<file path="config.mk">
export PLATFORM = sky130hd
export DESIGN_NAME = draw_cmd_seq
export DESIGN_NICKNAME = d
export VERILOG_FILES = /design/src/rtl/draw_cmd_seq.sv
export SDC_FILE = /design/constraint.sdc
export NUM_CORES = 1
export LEC_CHECK = 0
export ABC_AREA = 1
export CORE_AREA = 4 4 241 149
export CTS_BUF_LIST = sky130_fd_sc_hd__clkbuf_8
export CTS_CLUSTER_SIZE = 24
export DETAILED_ROUTE_END_ITERATION = 10
export DIE_AREA = 0 0 245 153
export HOLD_SLACK_MARGIN = 0.1
export PLACE_DENSITY_LB_ADDON = 0.2
export SETUP_SLACK_MARGIN = 0.15
export SLEW_MARGIN = 20
export SYNTH_ARGS = -nofsm -noshare
export SYNTH_HDL_FRONTEND = slang
export SYNTH_SLANG_ARGS = --single-unit
</file>
<file path="constraint.sdc">
create_clock -name ACLK -period 21.5 [get_ports ACLK]
set_input_delay 4.3 -clock ACLK [delete_from_list [all_inputs] [get_ports ACLK]]
set_output_delay 4.3 -clock ACLK [all_outputs]
set_load 0.02 [all_outputs]
</file>
<file path="src/rtl/draw_cmd_seq.sv">
// draw_cmd_seq -- display-list command sequencer for the drawing circuit.
//
// After a START pulse it pops 32-bit words from a first-word-fall-through
// command FIFO, decodes SETFRAME / SETDRAWAREA / SETFCOLOR / PATBLT / NOP /
// EODL, keeps the frame, draw-area and colour state, clips each PATBLT to the
// draw area and frame, and hands non-empty rectangles to the pattern-fill
// engine over a REQ/ACK handshake.
//
// Ports
//   ACLK, ARESETN        clock, asynchronous active-low reset
//   START                one-cycle start pulse (ignored while BUSY)
//   CMD_DATA/CMD_EMPTY   FIFO head word and empty flag
//   CMD_RDEN             pop the FIFO head word
//   PB_REQ/PB_ACK        rectangle request / accept to the fill engine
//   PB_IDLE              fill engine has no outstanding work
//   PB_VRAMADR/PB_STRIDE frame base address and width in pixels
//   PB_X/PB_Y/PB_W/PB_H  clipped rectangle (absolute origin, size)
//   PB_COLOR             fill colour
//   BUSY                 sequencer active
//   ERR/ERR_OP           sticky unknown-opcode flag and offending opcode
//   DRW_IRQ              one-cycle end-of-list pulse
module draw_cmd_seq (
  input  logic        ACLK,
  input  logic        ARESETN,
  input  logic        START,
  input  logic [31:0] CMD_DATA,
  input  logic        CMD_EMPTY,
  output logic        CMD_RDEN,
  output logic        PB_REQ,
  input  logic        PB_ACK,
  input  logic        PB_IDLE,
  output logic [31:0] PB_VRAMADR,
  output logic [15:0] PB_STRIDE,
  output logic [15:0] PB_X,
  output logic [15:0] PB_Y,
  output logic [15:0] PB_W,
  output logic [15:0] PB_H,
  output logic [31:0] PB_COLOR,
  output logic        BUSY,
  output logic        ERR,
  output logic [7:0]  ERR_OP,
  output logic        DRW_IRQ
);

  localparam logic [7:0] OP_NOP         = 8'h00;
  localparam logic [7:0] OP_EODL        = 8'h0F;
  localparam logic [7:0] OP_SETFRAME    = 8'h20;
  localparam logic [7:0] OP_SETDRAWAREA = 8'h21;
  localparam logic [7:0] OP_SETFCOLOR   = 8'h23;
  localparam logic [7:0] OP_PATBLT      = 8'h81;

  typedef enum logic [2:0] {
    S_IDLE, S_FETCH, S_ARG, S_CLIP, S_ISSUE, S_DRAIN, S_DONE, S_ERROR
  } state_t;

  typedef struct packed {
    logic [16:0] lo;
    logic [16:0] hi;
  } span_t;

  state_t      state_q, state_d;
  logic [7:0]  op_q;
  logic        arg_idx_q;       // 0 = first argument word, 1 = second
  logic [31:0] vram_q, color_q;
  logic [15:0] fw_q, fh_q;
  logic [15:0] dax_q, day_q, daw_q, dah_q;
  logic [15:0] px_q, py_q, pw_q, ph_q;
  logic [15:0] pb_x_q, pb_y_q, pb_w_q, pb_h_q;
  logic        err_q;
  logic [7:0]  err_op_q;

  logic        pop;
  logic        arg_last;
  logic [7:0]  hdr_op;
  span_t       span_x, span_y;
  logic        clip_empty;

  // One axis of the clip. lo + len can only overflow 17 bits when lo is
  // already past the area end, and that case is empty whatever hi becomes.
  function automatic span_t clip_axis(input logic [15:0] org, ext, lim, pos, len);
    logic [16:0] a0, a1, e, lo;
    span_t       r;
    a0   = (org < lim) ? {1'b0, org} : {1'b0, lim};
    e    = {1'b0, org} + {1'b0, ext};
    a1   = (e < {1'b0, lim}) ? e : {1'b0, lim};
    lo   = a0 + {1'b0, pos};
    e    = lo + {1'b0, len};
    r.lo = lo;
    r.hi = (e < a1) ? e : a1;
    return r;
  endfunction

  assign hdr_op     = CMD_DATA[31:24];
  assign pop        = ((state_q == S_FETCH) || (state_q == S_ARG)) && !CMD_EMPTY;
  assign arg_last   = (op_q == OP_SETFCOLOR) || arg_idx_q;
  assign span_x     = clip_axis(dax_q, daw_q, fw_q, px_q, pw_q);
  assign span_y     = clip_axis(day_q, dah_q, fh_q, py_q, ph_q);
  assign clip_empty = (span_x.lo >= span_x.hi) || (span_y.lo >= span_y.hi);

  // Next-state logic
  always_comb begin
    // NOTE: assign a default before the case so no path leaves state_d
    // unassigned; a missing default here infers a latch.
    state_d = state_q;
    unique case (state_q)
      S_IDLE:  if (START) state_d = S_FETCH;
      S_FETCH: begin
        if (!CMD_EMPTY) begin
          unique case (hdr_op)
            OP_NOP:  state_d = S_FETCH;
            OP_EODL: state_d = S_DRAIN;
            OP_SETFRAME, OP_SETDRAWAREA, OP_SETFCOLOR, OP_PATBLT:
                     state_d = S_ARG;
            default: state_d = S_ERROR;
          endcase
        end
      end
      S_ARG:   if (!CMD_EMPTY && arg_last)
                 state_d = (op_q == OP_PATBLT) ? S_CLIP : S_FETCH;
      S_CLIP:  state_d = clip_empty ? S_FETCH : S_ISSUE;
      S_ISSUE: if (PB_ACK) state_d = S_FETCH;
      S_DRAIN: if (PB_IDLE) state_d = S_DONE;
      S_DONE:  state_d = S_IDLE;
      S_ERROR: state_d = S_IDLE;
      default: state_d = S_IDLE;
    endcase
  end

  // State register, command state and clipped-rectangle registers
  always_ff @(posedge ACLK or negedge ARESETN) begin
    if (!ARESETN) begin
      state_q   <= S_IDLE;
      op_q      <= '0;
      arg_idx_q <= 1'b0;
      vram_q    <= '0;
      color_q   <= '0;
      fw_q      <= '0;
      fh_q      <= '0;
      dax_q     <= '0;
      day_q     <= '0;
      daw_q     <= '0;
      dah_q     <= '0;
      px_q      <= '0;
      py_q      <= '0;
      pw_q      <= '0;
      ph_q      <= '0;
      pb_x_q    <= '0;
      pb_y_q    <= '0;
      pb_w_q    <= '0;
      pb_h_q    <= '0;
      err_q     <= 1'b0;
      err_op_q  <= '0;
    end else begin
      // NOTE: non-blocking assignments throughout: every register here
      // samples pre-edge values, independent of statement order.
      state_q <= state_d;

      if (state_q == S_IDLE && START) begin
        err_q    <= 1'b0;
        err_op_q <= '0;
      end

      if (state_q == S_ERROR) begin
        err_q    <= 1'b1;
        err_op_q <= op_q;
      end

      if (pop && state_q == S_FETCH) begin
        op_q      <= hdr_op;
        arg_idx_q <= 1'b0;
      end

      // Argument words land in the state registers on the edge that pops them.
      if (pop && state_q == S_ARG) begin
        arg_idx_q <= 1'b1;
        unique case (op_q)
          OP_SETFRAME:
            if (!arg_idx_q) vram_q <= CMD_DATA;
            else begin fw_q <= CMD_DATA[31:16]; fh_q <= CMD_DATA[15:0]; end
          OP_SETDRAWAREA:
            if (!arg_idx_q) begin dax_q <= CMD_DATA[31:16]; day_q <= CMD_DATA[15:0]; end
            else            begin daw_q <= CMD_DATA[31:16]; dah_q <= CMD_DATA[15:0]; end
          OP_SETFCOLOR: color_q <= CMD_DATA;
          OP_PATBLT:
            if (!arg_idx_q) begin px_q <= CMD_DATA[31:16]; py_q <= CMD_DATA[15:0]; end
            else            begin pw_q <= CMD_DATA[31:16]; ph_q <= CMD_DATA[15:0]; end
          default: ;
        endcase
      end

      // Rectangle is frozen here, so PB_* cannot move while PB_REQ waits.
      if (state_q == S_CLIP && !clip_empty) begin
        pb_x_q <= span_x.lo[15:0];
        pb_y_q <= span_y.lo[15:0];
        pb_w_q <= span_x.hi[15:0] - span_x.lo[15:0];
        pb_h_q <= span_y.hi[15:0] - span_y.lo[15:0];
      end
    end
  end

  assign CMD_RDEN   = pop;
  assign PB_REQ     = (state_q == S_ISSUE);
  assign PB_VRAMADR = vram_q;
  assign PB_STRIDE  = fw_q;
  assign PB_X       = pb_x_q;
  assign PB_Y       = pb_y_q;
  assign PB_W       = pb_w_q;
  assign PB_H       = pb_h_q;
  assign PB_COLOR   = color_q;
  assign BUSY       = (state_q != S_IDLE) && (state_q != S_ERROR);
  assign ERR        = err_q;
  assign ERR_OP     = err_op_q;
  assign DRW_IRQ    = (state_q == S_DONE);

endmodule

</file>
==> impl_metrics.ini, run 1 <==
[drt]
routedWlPerCell_um = 17.8
initialDrtViolationCount = 2124
ant_nets = 0
drt_first_pass_iters = 8
drt_wl_total_um = 61200
vias_per_cell = 5.83
drc_errors = 0
route.vias.total = 20057

[critical_path]
critPathBufInv = 4
crit_path_max_incr_delay_ns = 0.73
crit_path_end_kind = flop
start_kind = flop
required_ns = 21.95
r2r_slack_ns = 10.82
reg2reg_depth = 48
critPathKind = reg -> reg
cp_top_family = simple AND/OR/NAND/NOR gates
worst-path-max-fanout = 122
r2r_end = PB_Y[7]
cpMostUsedCell = nand2_1
crit-reg2reg-launch = PB_STRIDE[1]
arrival_ns = 11.13
slowest_stage = and3_1

[logic_synthesis]
ys_seq_area_share_pct = 35.8
synth_most_common_cell = nand2_1
synth_area_per_cell_um2 = 7.76
synth_top_area_share_pct = 35.8
ys.flop_type = dfrtp_1
yosysTopAreaCell = dfrtp_1
synthTopCellsByArea = dfrtp_1 36%, ha_1 15%, nand2_1 13%
synth-edff-count = 0
synth_area_mm2 = 0.0216
synth_cells = 2780
ys_top_cells_by_count = 721 x nand2_1, 324 x o21ai_0, 309 x dfrtp_1
yosysUniqueCellTypes = 54
yosys_warnings = 0
ys_seq_elements = 309
async_flop_share_pct = 100

[timing]
maxSlewViolCount = 0
period_needed_ns = 10.68
hold_violations = 0
setup_slack_ns = 10.82
setup_viol = 0
maxSlewHeadroom_pct = 29.8
fmaxAchievable_ghz = 0.0936
worst_pin_slew_ns = 1.05
whs_ns = 0.472
fin_skew_ns = 0.0408
rsz0062_at_grt = no
fin_crit_sh_pct = 49.7
setup_tns_ns = 0

[grt]
gr-usage-met2_pct = 43.3
grt_first_pass_wirelength_um = 97300
antenna_found_initial = 0
met3_usage_pct = 7.97
overflow = 0
use_met1_pct = 51.4
grt_max_degree = 123
grt_usage_pct = 32.1
grt_pass1_vias = 18286
grt.busiest_layer = met1

[placement]
gp_congestion = 0.982
place_hpwl_um = 47500
dp_worst_setup_slack_ns = 10.96
port_buffers = 194

[clocking]
cts-root-buf = clkbuf_8
post_cts_buffers = 0
postCtsHoldBufs = 0
cts.clk_slew.worst_paths_ns = 0.07
htreeDepth = 2
clock-sinks = 309
cts.path.max_buffers = 3
cts_buffers = 47
clock_latency_ns = 0.63
cts_tree = built
cts_resized = 0

[min_path]
min_delay_worst_endpoint = PB_X[15]
hold_depth = 2
min_path_type = reg -> reg
hp-start = PB_X[15]

[floorplanning]
row_count = 52
die_h_um = 153
die_area_mm2 = 0.0375
start_util_pct = 64.5
coreArea_mm2 = 0.0334
fp.dieW_um = 245
io_pins = 195

[final_layout]
fin_util_pct = 74.3
area_growth_pct = 15.2
insertedDiodeCount = 0
drive_above_1_share_pct = 4.09
fin_nets = 3252

[run]
max-cap-violations = 0

[outcome]
status = finished clean
## worst register-to-register path: cells and delay by family (launching register included)
kind            cells  cell delay, ns
xor+xnor            2            0.53
buf+inv             4            0.97
simple gates       23            4.65
fa+ha+maj           5            1.63
compound gates     14            2.36
flops               1            0.39
## through the flow
step | cells | instance area, µm²
floorplan | 2781 | 21600
global placement | 3356 | 23800
detailed placement | 3356 | 23800
CTS | 3441 | 24800
global route | 3441 | 24800
finish | 3441 | 24800
## layer usage
layer,share of wire (%),vias to the layer above
met5,0,-
met4,2.0,0
met3,12,100
met2,39,1008
met1,47,9334
li1,-,9615
## area by class of cell
cell class              count  area [µm²]
multi-input cells        2100       12400
flip-flops and latches    309        7730
clock inverters            23         226
fillers                  2588        8600
repair buffers            203        2010
well taps                 459         574
clock buffers              62         853
inverters                 285        1070
## how the worst max path moves through the flow
stage                       startpoint       end  slack (ns)  cells past startpoint
after floorplan              CMD_EMPTY  CMD_RDEN       12.42                      3
after global placement       CMD_EMPTY  CMD_RDEN       11.04                      5
after detailed placement     CMD_EMPTY  CMD_RDEN       10.96                      5
after CTS                    CMD_EMPTY  CMD_RDEN       10.92                      5
after global routing           fh_q[1]   PB_X[3]        9.99                     46
final                     PB_STRIDE[1]   PB_Y[7]       10.82                     48
## cell usage in the layout (no fill, tap or decap), drive strengths merged, types with 62 or more instances in the layout
master         instances
clkbuf                62
ha                   260
xor2                  63
nor2                 116
nand3                119
o21ai                401
a21oi                196
dfrtp                309
clkdlybuf4s50        193
inv                  295
nand2                731
## cell families (layout without fill, tap and decap cells)
| kind of cell | count (synthesis) | in the layout | synth area share (%) |
|---|---|---|---|
| adders and majority gates | 268 | 268 | 15.8 |
| DFF | 309 | 309 | 35.8 |
| and+or+nand+nor | 1036 | 1036 | 19.8 |
| buffers and inverters | 372 | 573 | 7.05 |
| AOI/OAI and AO/OA | 686 | 686 | 17.1 |
| other | 1 | 2 | 0.0174 |
| xor gates and xnor gates | 108 | 108 | 4.38 |
Power of run 1 is left out: the tool's default activity adds up to more than one toggle a clock period on the data nets, which glitch-free logic cannot reach.
==> run 2: changes to the inputs <==
--- a/config.mk
+++ b/config.mk
@@ -6,11 +6,11 @@
 export NUM_CORES = 1
 export LEC_CHECK = 0
 export ABC_AREA = 1
-export CORE_AREA = 4 4 241 149
+export CORE_AREA = 4 4 261 161
 export CTS_BUF_LIST = sky130_fd_sc_hd__clkbuf_8
 export CTS_CLUSTER_SIZE = 24
 export DETAILED_ROUTE_END_ITERATION = 10
-export DIE_AREA = 0 0 245 153
+export DIE_AREA = 0 0 265 165
 export HOLD_SLACK_MARGIN = 0.1
 export PLACE_DENSITY_LB_ADDON = 0.2
 export SETUP_SLACK_MARGIN = 0.15
==> constraint.sdc (replaced) <==
create_clock -name ACLK -period 9.5 [get_ports ACLK]
set_input_delay 1.9 -clock ACLK [delete_from_list [all_inputs] [get_ports ACLK]]
set_output_delay 1.9 -clock ACLK [all_outputs]
set_load 0.02 [all_outputs]
==> run 2 against run 1 <==
Net effect: clock skew fell by 0.0012 ns; critical path type unchanged; cell count rose by 2.1%; core utilization fell by 11 points.
==> impl_metrics.ini, run 2 (synthesized netlist as in run 1, its figures left out) <==
[run]
max-cap-violations = 0

[critical_path]
arrival_ns = 9.21
worst-path-max-fanout = 55
start_kind = flop
required_ns = 9.98
cp_top_family = compound AO/OA/AOI/OAI gates
slowest_stage = dfrtp_1
crit_path_max_incr_delay_ns = 0.46
crit_path_end_kind = flop
critPathKind = reg -> reg
critPathBufInv = 8
cpMostUsedCell = nand2_1

[floorplanning]
io_pins = 195
coreArea_mm2 = 0.0398
start_util_pct = 54.2
die_area_mm2 = 0.0437
row_count = 57
die_h_um = 165
fp.dieW_um = 265

[placement]
gp_congestion = 0.987
port_buffers = 194
place_hpwl_um = 48700

[min_path]
min_path_type = reg -> reg

[drt]
route.vias.total = 19750
initialDrtViolationCount = 2207
drt_wl_total_um = 62900
ant_nets = 0
drt_first_pass_iters = 8
vias_per_cell = 5.62
routedWlPerCell_um = 17.9
drc_errors = 0

[timing]
setup_viol = 0
period_needed_ns = 8.73
maxSlewHeadroom_pct = 30.5
worst_pin_slew_ns = 1.04
hold_violations = 0
rsz0062_at_grt = yes
setup_tns_ns = 0
fmaxAchievable_ghz = 0.115
maxSlewViolCount = 0
fin_skew_ns = 0.0396
fin_crit_sh_pct = 91.9

[clocking]
cts.path.max_buffers = 3
cts.clk_slew.worst_paths_ns = 0.07
htreeDepth = 2
cts_buffers = 49
cts-root-buf = clkbuf_8
cts_tree = built
clock_latency_ns = 0.63
clock-sinks = 309

[final_layout]
final_cell_mix = 714 x nand2_1, 319 x o21ai_0, 309 x dfrtp_1, 285 x inv_1, 259 x ha_1
area_growth_pct = 16.1
seq_area_mm2 = 0.00773
drive_above_1_share_pct = 4.63
insertedDiodeCount = 0
final_common_cell = nand2_1
multiInputGateArea_mm2 = 0.0125
fin_nets = 3258
fillCellCount = 3397

[grt]
grt_first_pass_wirelength_um = 98800
grt_usage_pct = 28.3
grt_pass1_vias = 18104
overflow = 0
antenna_found_initial = 1
grt_max_degree = 115

[outcome]
status = finished clean
==> run 2: final timing paths <==
path | from | end | slack [ns] | depth (start not counted)
setup / recovery | day_q[1] | PB_H[12] | 0.77 | 46
hold / removal | fh_q[10] | fh_q[10] | 0.48 | 2
setup reg to reg | day_q[1] | PB_H[12] | 0.77 | 46
hold reg to reg | fh_q[10] | fh_q[10] | 0.48 | 2
max in group asynchronous | ARESETN | PB_VRAMADR[10] | 6.52 | 2
min in group asynchronous | ARESETN | PB_H[0] | 1.31 | 1
==> run 2: cell type report <==
cell class / count / share of cell area, %
multi-input cells: 2100 / 49.7
flip-flops and latches: 309 / 30.9
repair buffers: 207 / 8.33
inverters: 285 / 4.28
clock buffers: 60 / 3.30
well taps: 531 / 2.65
clock inverters: 21 / 0.805
==> run 2: metrics by stage <==
step	utilization (%)	area, µm²	setup WS (ns)	hold slack, ns	cells
2_1_floorplan	-	21600	1.79	0.453	2781
3_3_place_gp	60.0	23900	0.428	0.461	3430
3_5_place_dp	60.0	23900	0.317	0.465	3430
4_1_cts	62.6	24900	0.242	0.480	3511
5_1_grt	62.9	25000	0.135	0.507	3513
6_report	62.9	25000	0.769	0.484	3513
==> run 2: per-layer routing <==
metal	up-vias	track usage, %	part of all wire (%)
met4	0	5.54	1.8
li1	9612	-	-
met1	9144	46.1	50
met3	90	8.11	12
met2	904	36.4	36
met5	-	0	0
==> run 2: worst min-delay path, cell delays in order, from the launching register on <==
cell and delay, ns:
dfrtp_1 0.34, nand2_1 0.05, o21ai_0 0.06
==> run 2: what timing repair did <==
item,4_1_cts,5_1_grt
resized for setup,0,20
hold buffers,0,0
buffers inserted,0,1
endpoints found under the hold margin,0,0
endpoints found under the setup margin,0,66
Power of run 2 is left out for the same reason.
==> run 3: changes to the inputs <==
--- a/config.mk
+++ b/config.mk
@@ -13,7 +13,7 @@
 export DIE_AREA = 0 0 265 165
 export HOLD_SLACK_MARGIN = 0.1
 export PLACE_DENSITY_LB_ADDON = 0.2
-export SETUP_SLACK_MARGIN = 0.15
+export SETUP_SLACK_MARGIN = 0.5
 export SLEW_MARGIN = 20
 export SYNTH_ARGS = -nofsm -noshare
 export SYNTH_HDL_FRONTEND = slang
==> run 3 against run 2 <==
Net effect: critical path depth grew 2; clock skew shrank 0.0020 ns; maximum frequency grew 2.8%; highest routed layer unchanged; first-iteration DRC count grew 0.86%; worst setup slack gained 0.24 ns; core utilization grew 0.84 points; die area is the same.
==> impl_metrics.ini, run 3 (synthesized netlist as in run 1, its figures left out) <==
[placement]
place_hpwl_um = 48700
gp_congestion = 0.987
dpl_cell_area_mm2 = 0.0239
dp_worst_setup_slack_ns = 0.317
port_buffers = 194

[drt]
routedWlPerCell_um = 18.1
drc_errors = 0
drt_wl_total_um = 63800
ant_nets = 0
vias_per_cell = 5.62
drt_first_pass_iters = 6
initialDrtViolationCount = 2226
route.vias.total = 19833

[clocking]
cts_buffers = 49
postCtsHoldBufs = 0
cts.clk_slew.worst_paths_ns = 0.07
htreeDepth = 2
clock_latency_ns = 0.64
cts_tree = built
cts-root-buf = clkbuf_8
clock-sinks = 309
cts.path.max_buffers = 3

[final_layout]
area_growth_pct = 17.6
multiInputGateArea_mm2 = 0.0126
fillCellCount = 3348
insertedDiodeCount = 0
final_common_cell = nand2_1
final_cell_mix = 714 x nand2_1, 317 x o21ai_0, 309 x dfrtp_1, 285 x inv_1, 257 x ha_1
fin_nets = 3273
seq_area_mm2 = 0.00773
drive_above_1_share_pct = 5.94
final_area_mm2 = 0.0254

[timing]
whs_ns = 0.484
period_needed_ns = 8.50
hold_violations = 0
fmaxAchievable_ghz = 0.118
rsz0062_at_grt = no
fin_crit_sh_pct = 89.4
setup_slack_ns = 1.00
setup_viol = 0
worst_pin_slew_ns = 1.05
setup_tns_ns = 0
maxSlewHeadroom_pct = 29.9
fin_skew_ns = 0.0376
maxSlewViolCount = 0

[floorplanning]
die_area_mm2 = 0.0437
die_h_um = 165
start_util_pct = 54.2
fp.dieW_um = 265
coreArea_mm2 = 0.0398
row_count = 57
io_pins = 195

[critical_path]
crit_path_end_kind = flop
cpMostUsedCell = nand2_1
crit_path_max_incr_delay_ns = 0.40
crit-reg2reg-launch = PB_STRIDE[1]
worstSetupStartpoint = PB_STRIDE[1]
required_ns = 9.98
worst-path-max-fanout = 32
reg2reg_depth = 48
start_kind = flop
slowest_stage = dfrtp_1
arrival_ns = 8.98
critPathKind = reg -> reg

[outcome]
status = finished clean

[min_path]
hp-start = PB_X[7]
hold_depth = 2
min_path_type = reg -> reg

[grt]
grt_first_pass_wirelength_um = 98700
grt_pass1_vias = 18101
grt_max_degree = 115
antenna_found_initial = 1
overflow = 0
grt_usage_pct = 28.3

[run]
max-cap-violations = 0
==> run 3: cell types whose count changed in the layout (fill, tap and decap cells not counted), sizes merged <==
cell / before / now
nand2: 731 / 732
buf: 13 / 26
clkbuf: 61 / 62
==> run 3: what timing repair did <==
item / in CTS / in global routing
hold endpoints to repair: 0 / 0
setup endpoints to repair: 60 / 66
gates cloned: 0 / 5
pin swaps: 0 / 9
resized for setup: 4 / 57
setup buffers: 0 / 12
==> run 3: layout make-up <==
cell class	instances	share of cell area (%)
inverters	285	4.24
well taps	531	2.62
multi-input cells	2101	49.8
repair buffers	221	8.78
clock inverters	21	0.794
flip-flops and latches	309	30.5
clock buffers	60	3.25
==> run 3: worst paths after layout <==
kind | slack, ns | endpoint
max in group asynchronous | 6.53 | day_q[9]
min in group asynchronous | 1.32 | PB_H[0]
min | 0.48 | PB_X[7]
max reg2reg | 1.00 | PB_W[2]
min reg2reg | 0.48 | PB_X[7]
max | 1.00 | PB_W[2]
==> run 3: stage by stage <==
stage	util, %	std cells
6_report	63.8	3528
5_1_grt	63.8	3528
4_1_cts	62.6	3511
3_5_place_dp	60.0	3430
3_3_place_gp	60.0	3430
2_1_floorplan	-	2781
==> run 3: layer usage <==
metal | up-vias | share of wire, % | GRT usage, %
met3 | 90 | 11 | 8.25
met1 | 9209 | 50 | 45.9
met5 | - | 0 | 0
met2 | 879 | 37 | 36.4
li1 | 9655 | - | -
met4 | 0 | 1.8 | 5.54
==> run 3: critical path: cells and delay by family (launching register included) <==
family,cells,cell delay (ns)
simple gates,21,2.86
flops,1,0.40
compound gates,12,1.78
fa+ha+maj,6,1.89
xor+xnor,2,0.39
buf+inv,7,0.95
Power of run 3 is left out for the same reason.
